### src/rtl/lcd_pkg.sv
// Shared definitions for the LCD test-pattern generator: mode encodings,
// the eight-entry bar palette and the gradient pixel packing.
package lcd_pkg;

  typedef enum logic [2:0] {
    MODE_SPLIT    = 3'd0,
    MODE_SOLID    = 3'd1,
    MODE_BARS     = 3'd2,
    MODE_CHECKER  = 3'd3,
    MODE_GRADIENT = 3'd4,
    MODE_SCROLL   = 3'd5
  } mode_e;

  localparam logic [15:0] BAR_COLOR_0 = 16'hFFFF;
  localparam logic [15:0] BAR_COLOR_1 = 16'hFFE0;
  localparam logic [15:0] BAR_COLOR_2 = 16'h07FF;
  localparam logic [15:0] BAR_COLOR_3 = 16'h07E0;
  localparam logic [15:0] BAR_COLOR_4 = 16'hF81F;
  localparam logic [15:0] BAR_COLOR_5 = 16'hF800;
  localparam logic [15:0] BAR_COLOR_6 = 16'h001F;
  localparam logic [15:0] BAR_COLOR_7 = 16'h0000;

  function automatic logic [15:0] bar_color(input logic [2:0] idx);
    logic [15:0] c;
    case (idx)
      3'd0:    c = BAR_COLOR_0;
      3'd1:    c = BAR_COLOR_1;
      3'd2:    c = BAR_COLOR_2;
      3'd3:    c = BAR_COLOR_3;
      3'd4:    c = BAR_COLOR_4;
      3'd5:    c = BAR_COLOR_5;
      3'd6:    c = BAR_COLOR_6;
      default: c = BAR_COLOR_7;
    endcase
    return c;
  endfunction

  // Grey level g spread over RGB565; green's sixth bit repeats g's MSB.
  function automatic logic [15:0] grad_pixel(input logic [4:0] g);
    return {g, g, g[4], g};
  endfunction

endpackage

### src/rtl/lcd_bar_index.sv
// Colour-bar index from the x coordinate: counts how many of the seven bar
// boundaries x has reached, so no divider is needed.
module lcd_bar_index #(
  parameter int SCREEN_WIDTH = 320
) (
  input  logic [15:0] x_i,
  output logic [2:0]  idx_o
);

  localparam logic [15:0] BAR_W = 16'(SCREEN_WIDTH / 8);

  always_comb begin
    idx_o = 3'd0;
    for (int k = 1; k < 8; k++) begin
      if (x_i >= 16'(k) * BAR_W) idx_o = idx_o + 3'd1;
    end
  end

endmodule

### src/rtl/lcd_pattern_gen.sv
// LCD test-pattern generator: answers each pixel request one cycle later with
// an RGB565 colour; mode changes and frame counting happen only at pixel (0,0).
module lcd_pattern_gen
  import lcd_pkg::*;
#(
  parameter int          SCREEN_WIDTH  = 320,
  parameter int          SCREEN_HEIGHT = 240,
  parameter int          SPLIT_X       = 160,
  parameter logic [15:0] COLOR_A       = 16'h0000,
  parameter logic [15:0] COLOR_B       = 16'hFFFF,
  parameter int          CHECK_SHIFT   = 4,
  parameter int          GRAD_SHIFT    = 3
) (
  input  logic        clk,
  input  logic        rst,
  input  logic [2:0]  mode_i,
  input  logic        mode_valid_i,
  input  logic        flush_data_update_i,
  input  logic [15:0] flush_addr_width_i,
  input  logic [15:0] flush_addr_height_i,
  output logic [15:0] flush_data_o,
  output logic        frame_start_o,
  output logic [7:0]  frame_cnt_o,
  output logic [2:0]  mode_active_o
);

  // Request protocol: flush_data_update_i is a one-cycle request with the
  // address valid in the same cycle; the pixel is presented the next cycle and
  // then held. There is no back-pressure.

  localparam logic [15:0] WIDTH_W  = 16'(SCREEN_WIDTH);
  localparam logic [15:0] HEIGHT_W = 16'(SCREEN_HEIGHT);
  localparam logic [15:0] SPLIT_W  = 16'(SPLIT_X);

  logic [15:0] flush_data_q, flush_data_d;
  logic        frame_start_q, frame_start_d;
  logic [7:0]  frame_cnt_q, frame_cnt_d;
  logic [2:0]  mode_active_q, mode_active_d;
  logic [2:0]  mode_pending_q, mode_pending_d;

  logic        in_range;
  logic        frame_start;
  logic [2:0]  mode_render;
  logic [2:0]  bar_idx;
  logic [2:0]  scroll_idx;
  logic [15:0] grad_x;
  logic [4:0]  grad_g;
  logic        checker_bit;
  logic [15:0] pixel;

  lcd_bar_index #(
    .SCREEN_WIDTH(SCREEN_WIDTH)
  ) u_bar_index (
    .x_i   (flush_addr_width_i),
    .idx_o (bar_idx)
  );

  always_comb begin
    in_range    = (flush_addr_width_i < WIDTH_W) && (flush_addr_height_i < HEIGHT_W);
    frame_start = flush_data_update_i && in_range &&
                  (flush_addr_width_i == 16'd0) && (flush_addr_height_i == 16'd0);

    // A strobe in the frame-start cycle already applies to pixel (0,0).
    mode_pending_d = mode_valid_i ? mode_i : mode_pending_q;
    mode_render    = frame_start ? mode_pending_d : mode_active_q;
    mode_active_d  = mode_render;
    frame_cnt_d    = frame_cnt_q + {7'd0, frame_start};
    frame_start_d  = frame_start;

    scroll_idx  = bar_idx + frame_cnt_d[5:3];
    grad_x      = flush_addr_width_i >> GRAD_SHIFT;
    grad_g      = (grad_x > 16'd31) ? 5'd31 : grad_x[4:0];
    checker_bit = flush_addr_width_i[CHECK_SHIFT] ^ flush_addr_height_i[CHECK_SHIFT];

    case (mode_render)
      MODE_SPLIT:    pixel = (flush_addr_width_i <= SPLIT_W) ? COLOR_A : COLOR_B;
      MODE_BARS:     pixel = bar_color(bar_idx);
      MODE_CHECKER:  pixel = checker_bit ? COLOR_B : COLOR_A;
      MODE_GRADIENT: pixel = grad_pixel(grad_g);
      MODE_SCROLL:   pixel = bar_color(scroll_idx);
      default:       pixel = COLOR_A;
    endcase

    flush_data_d = flush_data_q;
    if (flush_data_update_i) flush_data_d = in_range ? pixel : COLOR_A;
  end

  always_ff @(posedge clk) begin
    if (rst) begin
      flush_data_q   <= 16'h0000;
      frame_start_q  <= 1'b0;
      frame_cnt_q    <= 8'd0;
      mode_active_q  <= 3'd0;
      mode_pending_q <= 3'd0;
    end else begin
      flush_data_q   <= flush_data_d;
      frame_start_q  <= frame_start_d;
      frame_cnt_q    <= frame_cnt_d;
      mode_active_q  <= mode_active_d;
      mode_pending_q <= mode_pending_d;
    end
  end

  assign flush_data_o  = flush_data_q;
  assign frame_start_o = frame_start_q;
  assign frame_cnt_o   = frame_cnt_q;
  assign mode_active_o = mode_active_q;

endmodule

### config.mk
export PLATFORM = sky130hd
export DESIGN_NAME = lcd_pattern_gen
export DESIGN_NICKNAME = d
export VERILOG_FILES = /design/src/rtl/lcd_pkg.sv /design/src/rtl/lcd_bar_index.sv /design/src/rtl/lcd_pattern_gen.sv
export SDC_FILE = /design/constraint.sdc
export NUM_CORES = 1
export LEC_CHECK = 0
export BUFFER_PORTS_ARGS = -buffer_cell sky130_fd_sc_hd__buf_2
export CORE_MARGIN = 1.5
export CORE_UTILIZATION = 41
export CTS_BUF_LIST = sky130_fd_sc_hd__clkbuf_4
export DETAILED_ROUTE_END_ITERATION = 12
export PLACE_DENSITY = 0.77
export RECOVER_POWER = 25
export SLEW_MARGIN = 20
export SYNTH_ARGS = -nofsm -noshare
export SYNTH_HDL_FRONTEND = slang
export SYNTH_SLANG_ARGS = --single-unit
### constraint.sdc
create_clock -name clk -period 14.9 [get_ports clk]
set_input_delay 0.745 -clock clk [delete_from_list [all_inputs] [get_ports clk]]
set_output_delay 0.745 -clock clk [all_outputs]
set_load 0.01 [all_outputs]
==> results of run 1 <==
==> synthesized netlist by cell type (all sizes together) <==
cell	number	share of area (%)
a2111oi	4	3.1
a211oi	18	6.9
a21boi	2	0.65
a21o	2	0.70
a21oi	12	3.1
a221oi	1	0.65
a22oi	1	0.32
a31o	1	0.38
a31oi	7	1.9
a41oi	1	0.38
and2	1	0.27
and2b	5	1.8
and3	2	0.54
buf	7	2.9
clkbuf	6	0.97
dfxtp	30	26
dlygate4sd1	1	0.38
dlygate4sd3	1	0.43
fa	1	0.87
ha	9	4.9
inv	15	2.4
mux2	2	0.97
mux2i	4	1.9
nand2	13	2.1
nand3	11	2.4
nand3b	1	0.32
nand4	3	0.81
nand4b	1	0.38
nor2	49	8.7
nor2b	14	3.8
nor3	11	2.4
nor4	7	2.2
o211a	1	0.43
o211ai	6	1.9
o21ai	7	1.5
o311ai	1	0.38
or2	1	0.27
or3	3	0.92
or4	3	1.5
xnor2	7	2.7
xnor3	2	2.0
xor2	5	1.9
xor3	1	1.0
==> cell families (layout without fill, tap and decap cells) <==
| group | count (synthesis) | in the layout | synth area share (%) |
|---|---|---|---|
| xor gates and xnor gates | 15 | 15 | 7.58 |
| adders and majority gates | 10 | 10 | 5.74 |
| AOI/OAI and AO/OA | 64 | 64 | 22.4 |
| buffers and inverters | 30 | 90 | 7.14 |
| DFF | 30 | 30 | 26.0 |
| and+or+nand+nor | 125 | 125 | 28.3 |
| muxes | 6 | 6 | 2.87 |
==> power by group through the flow <==
stage	Combinational (mW)	Clock, mW	Sequential [mW]
5_1_grt	0.0184	0.0513	0.0808
6_report	0.0167	0.0467	0.0808
2_1_floorplan	0.0103	0	0.0826
3_5_place_dp	0.0166	0	0.0826
4_1_cts	0.0167	0.0481	0.0808
3_3_place_gp	0.0163	0	0.0826
==> per-layer routing <==
metal	up-vias	routed length, um	GRT usage (%)
li1	1124	-	-
met1	1034	2300	21.6
met2	58	2710	31.9
met3	7	291	3.60
met4	0	54	4.64
met5	-	0	0
==> state kept, by name (all words and copies together) (netlist names) <==
name	cells
flush_data_o	15
frame_cnt_o	8
mode_active_o	3
frame_start_o	1
mode_pending_q	3
==> layout make-up <==
class	instances	area (um^2)	area share [%]
Multi-Input combinational cell	220	1550	58.0
Timing Repair Buffer	67	323	12.1
Clock buffer	5	37.5	1.40
Inverter	15	56.3	2.11
Clock inverter	3	16.3	0.608
Tap cell	72	90.1	3.37
Sequential cell	30	601	22.5
==> cell usage in the layout (no fill, tap or decap), types with 4 or more instances in the layout <==
cell type,instances
a21oi_1,10
inv_1,15
nand2_1,13
buf_2,54
clkbuf_1,12
nor2b_1,14
xnor2_1,7
a211oi_1,13
nor4_1,6
o211ai_1,6
a31oi_1,7
o21ai_0,7
ha_1,9
clkbuf_4,5
xor2_1,5
nor3_1,11
nand3_1,11
dfxtp_1,30
nor2_1,48
a211oi_2,5
and2b_2,4
==> stage by stage <==
stage	setup slack (ps)	total power [mW]	cells
final	7880	0.144	412
after global routing	7300	0.151	412
after CTS	7950	0.146	412
after detailed placement	7630	0.0992	404
after global placement	7840	0.0989	404
after floorplan	8980	0.0929	280
==> critical path: stages <==
cell and delay (ps):
buf_2 100, nor4_2 780, nand2_1 380, a2111oi_0 630
inv_1 100, ha_1 240, nand4b_1 200, and2_1 220
ha_1 270, inv_1 70, a31oi_1 40, a31oi_1 280
inv_1 80, ha_1 290, nand2_1 60, o21ai_0 100
ha_1 290, inv_1 70, a21boi_0 80, ha_1 280
nor2_1 40, a31oi_1 180, nand2_1 110, fa_1 410
xnor3_2 400, xnor2_1 150, a221oi_2 460, a211oi_1 140
==> path summary, 6_finish.rpt <==
check | to | startpoint | slack (ps) | cells after the start
max | flush_data_o[6]$_SDFFE_PP0P_ | flush_addr_width_i[12] | 7880 | 28
min | frame_cnt_o[7]$_SDFF_PP0_ | frame_cnt_o[7]$_SDFF_PP0_ | 530 | 2
max reg2reg | flush_data_o[6]$_SDFFE_PP0P_ | frame_cnt_o[0]$_SDFF_PP0_ | 12130 | 9
min reg2reg | frame_cnt_o[7]$_SDFF_PP0_ | frame_cnt_o[7]$_SDFF_PP0_ | 530 | 2
==> out/metrics.yaml, run 1 <==
tightest_slew_ps: 889
internal_power_uw: 105
drv_cap: 0
grt_pass1_vias: 2029
slew_headroom_pct: 40.2
clock_path_buffers: 2
path_clk_slew_ps: 100
drtPass1Iterations: 4
hp-class: "reg2reg"
grt_pass1_wl_um: 8890
design_area_um2: 2670
rows: 27
vias: 2223
syn2layout_area_growth_pct: 15.6
post-cts-setup-buffers: 0
drc: 0
leakage_nw: 1.11
period_share_pct: 47.1
arrival_ps: 7210
cellPowerDensity_nw_per_um2: 53.9
numCtsBuffers: 5
die_w_um: 78.1
syn_nets: 329
cts_tree: "built"
grt_antenna_before_repair: 0
dpl.hpwl_um: 4250
critPathKind: "in2reg"
grt_max_degree: 31
period_minus_slack_ps: 7020
io_pins: 67
clock_latency_ps: 330
combPwrFrac_pct: 11.6
power.switching_uw: 39.1
placed_cell_area_um2: 2630
nets: 388
viasPerCell: 5.40
slew_violations: 0
drt-initial-drc-count: 161
irDropWorstVdd_uv: 22.9
endpoint_kind: "flip-flop"
grt_setup_unrepaired: "no"
seqPwrFrac_pct: 56.0
yosysSeqAreaShare_pct: 26.0
netlist_instances: 280
portBuffers: 66
yosysUniqueCellTypes: 54
finalHoldViolCount: 0
cts-root-buf: "clkbuf_4"
n_fill_cell: 554
setup_viol: 0
cts_resized: 0
cp.required_ps: 15090
start_kind: "input port"
gp_congestion: 0.856
grt.overflow.total: 0
whs_ps: 529
critPathMaxFanout: 13
status: "finished clean"
ys_ff_latch: 30
wire_per_inst_um: 13.0
fmax_mhz: 142
num_antenna_cells: 0
ant_nets: 0
dieArea_um2: 6100
clock-sinks: 30
die_h_um: 78.1
fin_skew_ps: 8.34
cts_hold_buffers: 0
start_util_pct: 42.2
ys_warn_count: 0
cts_htree_levels: 2
swShare_pct: 27.1
grt_usage_pct: 17.8
fin_util_pct: 48.9
drive_gt1_share_pct: 26.2
core_area_um2: 5470
netlist_area_um2: 2310
drt-total-wl_um: 5360
pwr-share-clk_pct: 32.4
fin_tns_setup_ps: 0
postSynthAreaPerCell_um2: 8.26
Note: power is estimated with default switching activity, not from simulation.
==> inputs of run 2 (changes only) <==
--- a/config.mk
+++ b/config.mk
@@ -10,7 +10,7 @@
 export CORE_UTILIZATION = 41
 export CTS_BUF_LIST = sky130_fd_sc_hd__clkbuf_4
 export DETAILED_ROUTE_END_ITERATION = 12
-export PLACE_DENSITY = 0.77
+export PLACE_DENSITY = 0.79
 export RECOVER_POWER = 25
 export SLEW_MARGIN = 20
 export SYNTH_ARGS = -nofsm -noshare
==> constraint.sdc (replaced) <==
create_clock -name clk -period 5.65 [get_ports clk]
set_input_delay 0.2825 -clock clk [delete_from_list [all_inputs] [get_ports clk]]
set_output_delay 0.2825 -clock clk [all_outputs]
set_load 0.01 [all_outputs]
==> out/metrics.yaml, run 2 (synthesis results as in run 1) <==
status: "finished clean"
slew_headroom_pct: 49.1
internal_power_uw: 321
combPwrFrac_pct: 11.2
use_met3_pct: 4.65
cts-root-buf: "clkbuf_4"
grt_pass1_wl_um: 9200
cts_tree: "built"
reg2reg_slack_ps: 2990
crit_family: "adder cells"
crit_path_top_delay_cell: "xnor3_2"
irDropWorstVdd_uv: 105
numCtsBuffers: 5
die_w_um: 78.1
leakage_nw: 1.15
drive_gt1_share_pct: 28.2
hp-start: "mode_i[2]"
critPathBufInv: 7
layout_commonest_cell: "buf_2"
slew_violations: 0
grt_setup_unrepaired: "no"
gr-usage-met2_pct: 31.5
cts_htree_levels: 2
grt_pass1_vias: 2017
largest_register_ffs: 15
power.switching_uw: 105
grt_usage_pct: 18.8
grt_max_degree: 31
io_pins: 67
clock_path_buffers: 2
fin_skew_ps: 4.59
period_minus_slack_ps: 5230
portBuffers: 66
path_clk_slew_ps: 90
clock_latency_ps: 330
grt.overflow.total: 0
endpoint_kind: "flip-flop"
viasPerCell: 5.43
fmax_mhz: 191
wire_per_inst_um: 13.5
grt_antenna_before_repair: 0
drc: 0
holdPathEnd: "mode_pending_q[2]$_SDFF_PP0_"
gr-usage-met1_pct: 23.2
vias: 2259
layout_common_cells: "55 x buf_2, 48 x nor2_1, 30 x dfxtp_1"
ant_nets: 0
finalHoldViolCount: 0
setup_viol: 0
reg2reg_to: "flush_data_o[6]$_SDFFE_PP0P_"
clock-sinks: 30
arrival_ps: 5420
nets: 393
start_util_pct: 42.2
rr_worst_depth: 11
drv_cap: 0
cp.required_ps: 5850
placed_cell_area_um2: 2670
swShare_pct: 24.7
drt-initial-drc-count: 143
critPathMaxStageDelay_ps: 400
design_area_um2: 2780
hold_depth: 3
cellPowerDensity_nw_per_um2: 154
dieArea_um2: 6100
pwr-share-clk_pct: 38.9
core_area_um2: 5470
num_antenna_cells: 0
period_share_pct: 92.5
drt-total-wl_um: 5620
hp-class: "in2reg"
r2r_start: "frame_cnt_o[0]$_SDFF_PP0_"
fin_tns_setup_ps: 0
tightest_slew_ps: 757
rows: 27
syn2layout_area_growth_pct: 20.0
die_h_um: 78.1
dpl.hpwl_um: 4250
drtPass1Iterations: 4
top_usage_layer: "met2"
critPathMaxFanout: 5
post-cts-setup-buffers: 0
seqPwrFrac_pct: 49.9
crit_top_cell: "ha_1"
gp_congestion: 0.849
critPathKind: "in2reg"
start_kind: "input port"
run 2: how the worst max path moves through the flow:
stage / to / startpoint / slack (ps) / cells after the start
final: flush_data_o[6]$_SDFFE_PP0P_ / flush_addr_width_i[12] / 420 / 30
after global routing: flush_data_o[9]$_SDFFE_PP0P_ / flush_addr_width_i[12] / 1 / 30
after CTS: flush_data_o[6]$_SDFFE_PP0P_ / flush_addr_width_i[10] / 250 / 30
after detailed placement: flush_data_o[6]$_SDFFE_PP0P_ / flush_addr_width_i[10] / -70 / 30
after global placement: flush_data_o[8]$_SDFFE_PP0P_ / flush_addr_width_i[10] / 80 / 30
after floorplan: flush_data_o[10]$_SDFFE_PP0P_ / flush_addr_width_i[12] / 190 / 27
run 2: what timing repair did:
item,CTS,global route
setup endpoints to repair,0,5
gates resized for setup,0,7
hold buffers,0,0
run 2: area by class of cell:
| cell class | count | area (um^2) |
|---|---|---|
| Fill cell | 533 | 2700 |
| Multi-Input combinational cell | 220 | 1600 |
| Sequential cell | 30 | 601 |
| Timing Repair Buffer | 72 | 362 |
| Tap cell | 72 | 90.1 |
| Inverter | 15 | 56.3 |
| Clock buffer | 5 | 37.5 |
| Clock inverter | 2 | 33.8 |
run 2: per-layer routing:
metal  up-vias  wire length, um
li1       1138                -
met1      1038             2480
met2        68             2710
met3        15              283
met4         0              143
met5         -                0
run 2: power groups by stage:
stage	logic (mW)	registers (mW)	clock network [mW]
6_report	0.0478	0.213	0.166
5_1_grt	0.0528	0.213	0.175
4_1_cts	0.0445	0.213	0.167
3_5_place_dp	0.0444	0.218	0
3_3_place_gp	0.0436	0.218	0
2_1_floorplan	0.0271	0.218	0
run 2: worst reg2reg max path, stage by stage, from the launching register on:
cell and delay (ps):
dfxtp_1 350, ha_1 180, nand3_1 150, xnor2_1 230, ha_1 170, inv_1 50
fa_1 350, xnor3_2 400, xnor2_1 150, a221oi_2 260, buf_4 180, a211oi_1 70
run 2: metrics by stage:
step	hold slack (ps)	setup WS (ps)	total power, mW	utilization (%)	instances
final	293	421	0.427	50.7	416
after global routing	334	1.16	0.441	50.7	416
after CTS	279	249	0.425	50.1	416
after detailed placement	516	-69.6	0.262	48.8	409
after global placement	499	76.5	0.261	48.8	409
after floorplan	491	194	0.245	-	280
==> inputs of run 3 (changes only) <==
--- a/config.mk
+++ b/config.mk
@@ -6,13 +6,14 @@
 export NUM_CORES = 1
 export LEC_CHECK = 0
 export BUFFER_PORTS_ARGS = -buffer_cell sky130_fd_sc_hd__buf_2
-export CORE_MARGIN = 1.5
+export CORE_MARGIN = 4
 export CORE_UTILIZATION = 41
 export CTS_BUF_LIST = sky130_fd_sc_hd__clkbuf_4
 export DETAILED_ROUTE_END_ITERATION = 12
 export PLACE_DENSITY = 0.79
 export RECOVER_POWER = 25
-export SLEW_MARGIN = 20
+export REMOVE_ABC_BUFFERS = 1
+export SLEW_MARGIN = 0
 export SYNTH_ARGS = -nofsm -noshare
 export SYNTH_HDL_FRONTEND = slang
 export SYNTH_SLANG_ARGS = --single-unit
==> out/metrics.yaml, run 3 (synthesis results as in run 1) <==
status: "finished clean"
gp_congestion: 0.846
setup_viol: 0
rows: 27
clock-sinks: 30
dpl.hpwl_um: 4450
rr_worst_depth: 11
slew_violations: 0
period_minus_slack_ps: 5420
portBuffers: 66
endpoint_kind: "flip-flop"
fmax_mhz: 184
critPathKind: "in2reg"
drive_gt1_share_pct: 29.1
start_util_pct: 42.2
nets: 395
dieArea_um2: 6900
core_area_um2: 5470
ant_nets: 0
viasPerCell: 5.34
drtPass1Iterations: 4
wire_per_inst_um: 13.8
reg2reg_slack_ps: 2990
cts_htree_levels: 2
crit_path_top_delay_cell: "fa_1"
drc: 0
leakage_nw: 1.17
path_clk_slew_ps: 90
die_h_um: 83.1
critPathMaxFanout: 5
hp-start: "mode_i[1]"
numCtsBuffers: 5
cellPowerDensity_nw_per_um2: 154
hp-class: "in2reg"
clock_latency_ps: 330
cts-root-buf: "clkbuf_4"
finalHoldViolCount: 0
layout_common_cells: "56 x buf_2, 47 x nor2_1, 30 x dfxtp_1"
holdPathEnd: "mode_pending_q[1]$_SDFF_PP0_"
design_area_um2: 2780
irDropWorstVdd_uv: 157
grt_pass1_wl_um: 9400
layout_commonest_cell: "buf_2"
io_pins: 67
period_share_pct: 96.0
reg2reg_to: "flush_data_o[10]$_SDFFE_PP0P_"
die_w_um: 83.1
drt-total-wl_um: 5770
drt-initial-drc-count: 144
start_kind: "input port"
hold_depth: 3
grt_pass1_vias: 2095
slew_headroom_pct: 27.4
tightest_slew_ps: 1090
clock_path_buffers: 2
fin_tns_setup_ps: 0
grt.overflow.total: 0
cp.required_ps: 5840
cts_tree: "built"
largest_register_ffs: 15
syn2layout_area_growth_pct: 20.3
grt_usage_pct: 16.1
arrival_ps: 5620
r2r_start: "frame_cnt_o[0]$_SDFF_PP0_"
vias: 2239
fin_skew_ps: 8.74
crit_top_cell: "ha_1"
critPathMaxStageDelay_ps: 410
grt_max_degree: 31
placed_cell_area_um2: 2670
num_antenna_cells: 0
drv_cap: 0
grt_antenna_before_repair: 0
## run 3: cell types whose count changed in the layout (fill, tap and decap cells not counted)
cell / previous run / this run
nor2_2: 0 / 1
clkinv_2: 0 / 2
buf_4: 6 / 8
a2111oi_2: 0 / 1
a2111oi_4: 3 / 2
nor2_1: 48 / 47
nand2_1: 12 / 13
a21oi_1: 10 / 11
buf_2: 55 / 56
clkbuf_1: 11 / 10
nand2_2: 1 / 0
clkinv_1: 1 / 0
a21oi_2: 1 / 0
## run 3: final cells by class
class,count,area (um^2)
fill,544,2690
sequential,30,601
clock buffer,5,37.5
inverter,15,56.3
clock inverter,3,40.0
multi-input combinational,220,1580
timing repair buffer,74,378
tap,72,90.1
## run 3: metrics by stage
| stage | util (%) | hold slack, ps | setup slack (ps) | power, mW | cells |
|---|---|---|---|---|---|
| after global placement | 48.8 | 493 | 129 | 0.262 | 409 |
| after global routing | 50.8 | 312 | -37.9 | 0.447 | 419 |
| after detailed placement | 48.8 | 496 | -161 | 0.263 | 409 |
| after floorplan | - | 347 | -592 | 0.235 | 265 |
| after CTS | 50.2 | 291 | 159 | 0.430 | 417 |
| final | 50.8 | 300 | 225 | 0.430 | 419 |
## run 3: per-layer routing
layer	share of wire, %	track usage (%)
met5	0	0
met3	5.5	4.86
met1	44	20.3
met4	1.3	3.71
met2	49	26.8
## run 3: power breakdown
part / switching, mW / total, mW / internal [mW]
Combinational: 0.0291 / 0.0488 / 0.0196
Sequential: 0.000423 / 0.213 / 0.213
Clock: 0.0763 / 0.168 / 0.0916
Total: 0.106 / 0.430 / 0.324
## run 3: how the worst max path moves through the flow
stage                                     to  cells past startpoint                    from  slack [ps]
6_report       flush_data_o[10]$_SDFFE_PP0P_                     30  flush_addr_width_i[10]         230
5_1_grt         flush_data_o[9]$_SDFFE_PP0P_                     30  flush_addr_width_i[10]         -40
4_1_cts        flush_data_o[10]$_SDFFE_PP0P_                     30  flush_addr_width_i[10]         160
3_5_place_dp    flush_data_o[9]$_SDFFE_PP0P_                     30  flush_addr_width_i[10]        -160
3_3_place_gp    flush_data_o[6]$_SDFFE_PP0P_                     30  flush_addr_width_i[10]         130
2_1_floorplan  flush_data_o[10]$_SDFFE_PP0P_                     27  flush_addr_width_i[10]        -590
## run 3: timing repair
item	4_1_cts	5_1_grt
setup endpoints to repair	0	9
hold buffers	0	0
resized for setup	0	6
buffers inserted	0	2
endpoints found under the hold margin	0	0
## run 3: worst max-delay path, delay by kind of cell
kind / cells / cell delay, ps
adders and majority gates: 6 / 1750
buffers and inverters: 7 / 730
AOI/OAI and AO/OA: 8 / 1320
and+or+nand+nor: 7 / 1020
xor gates and xnor gates: 2 / 560
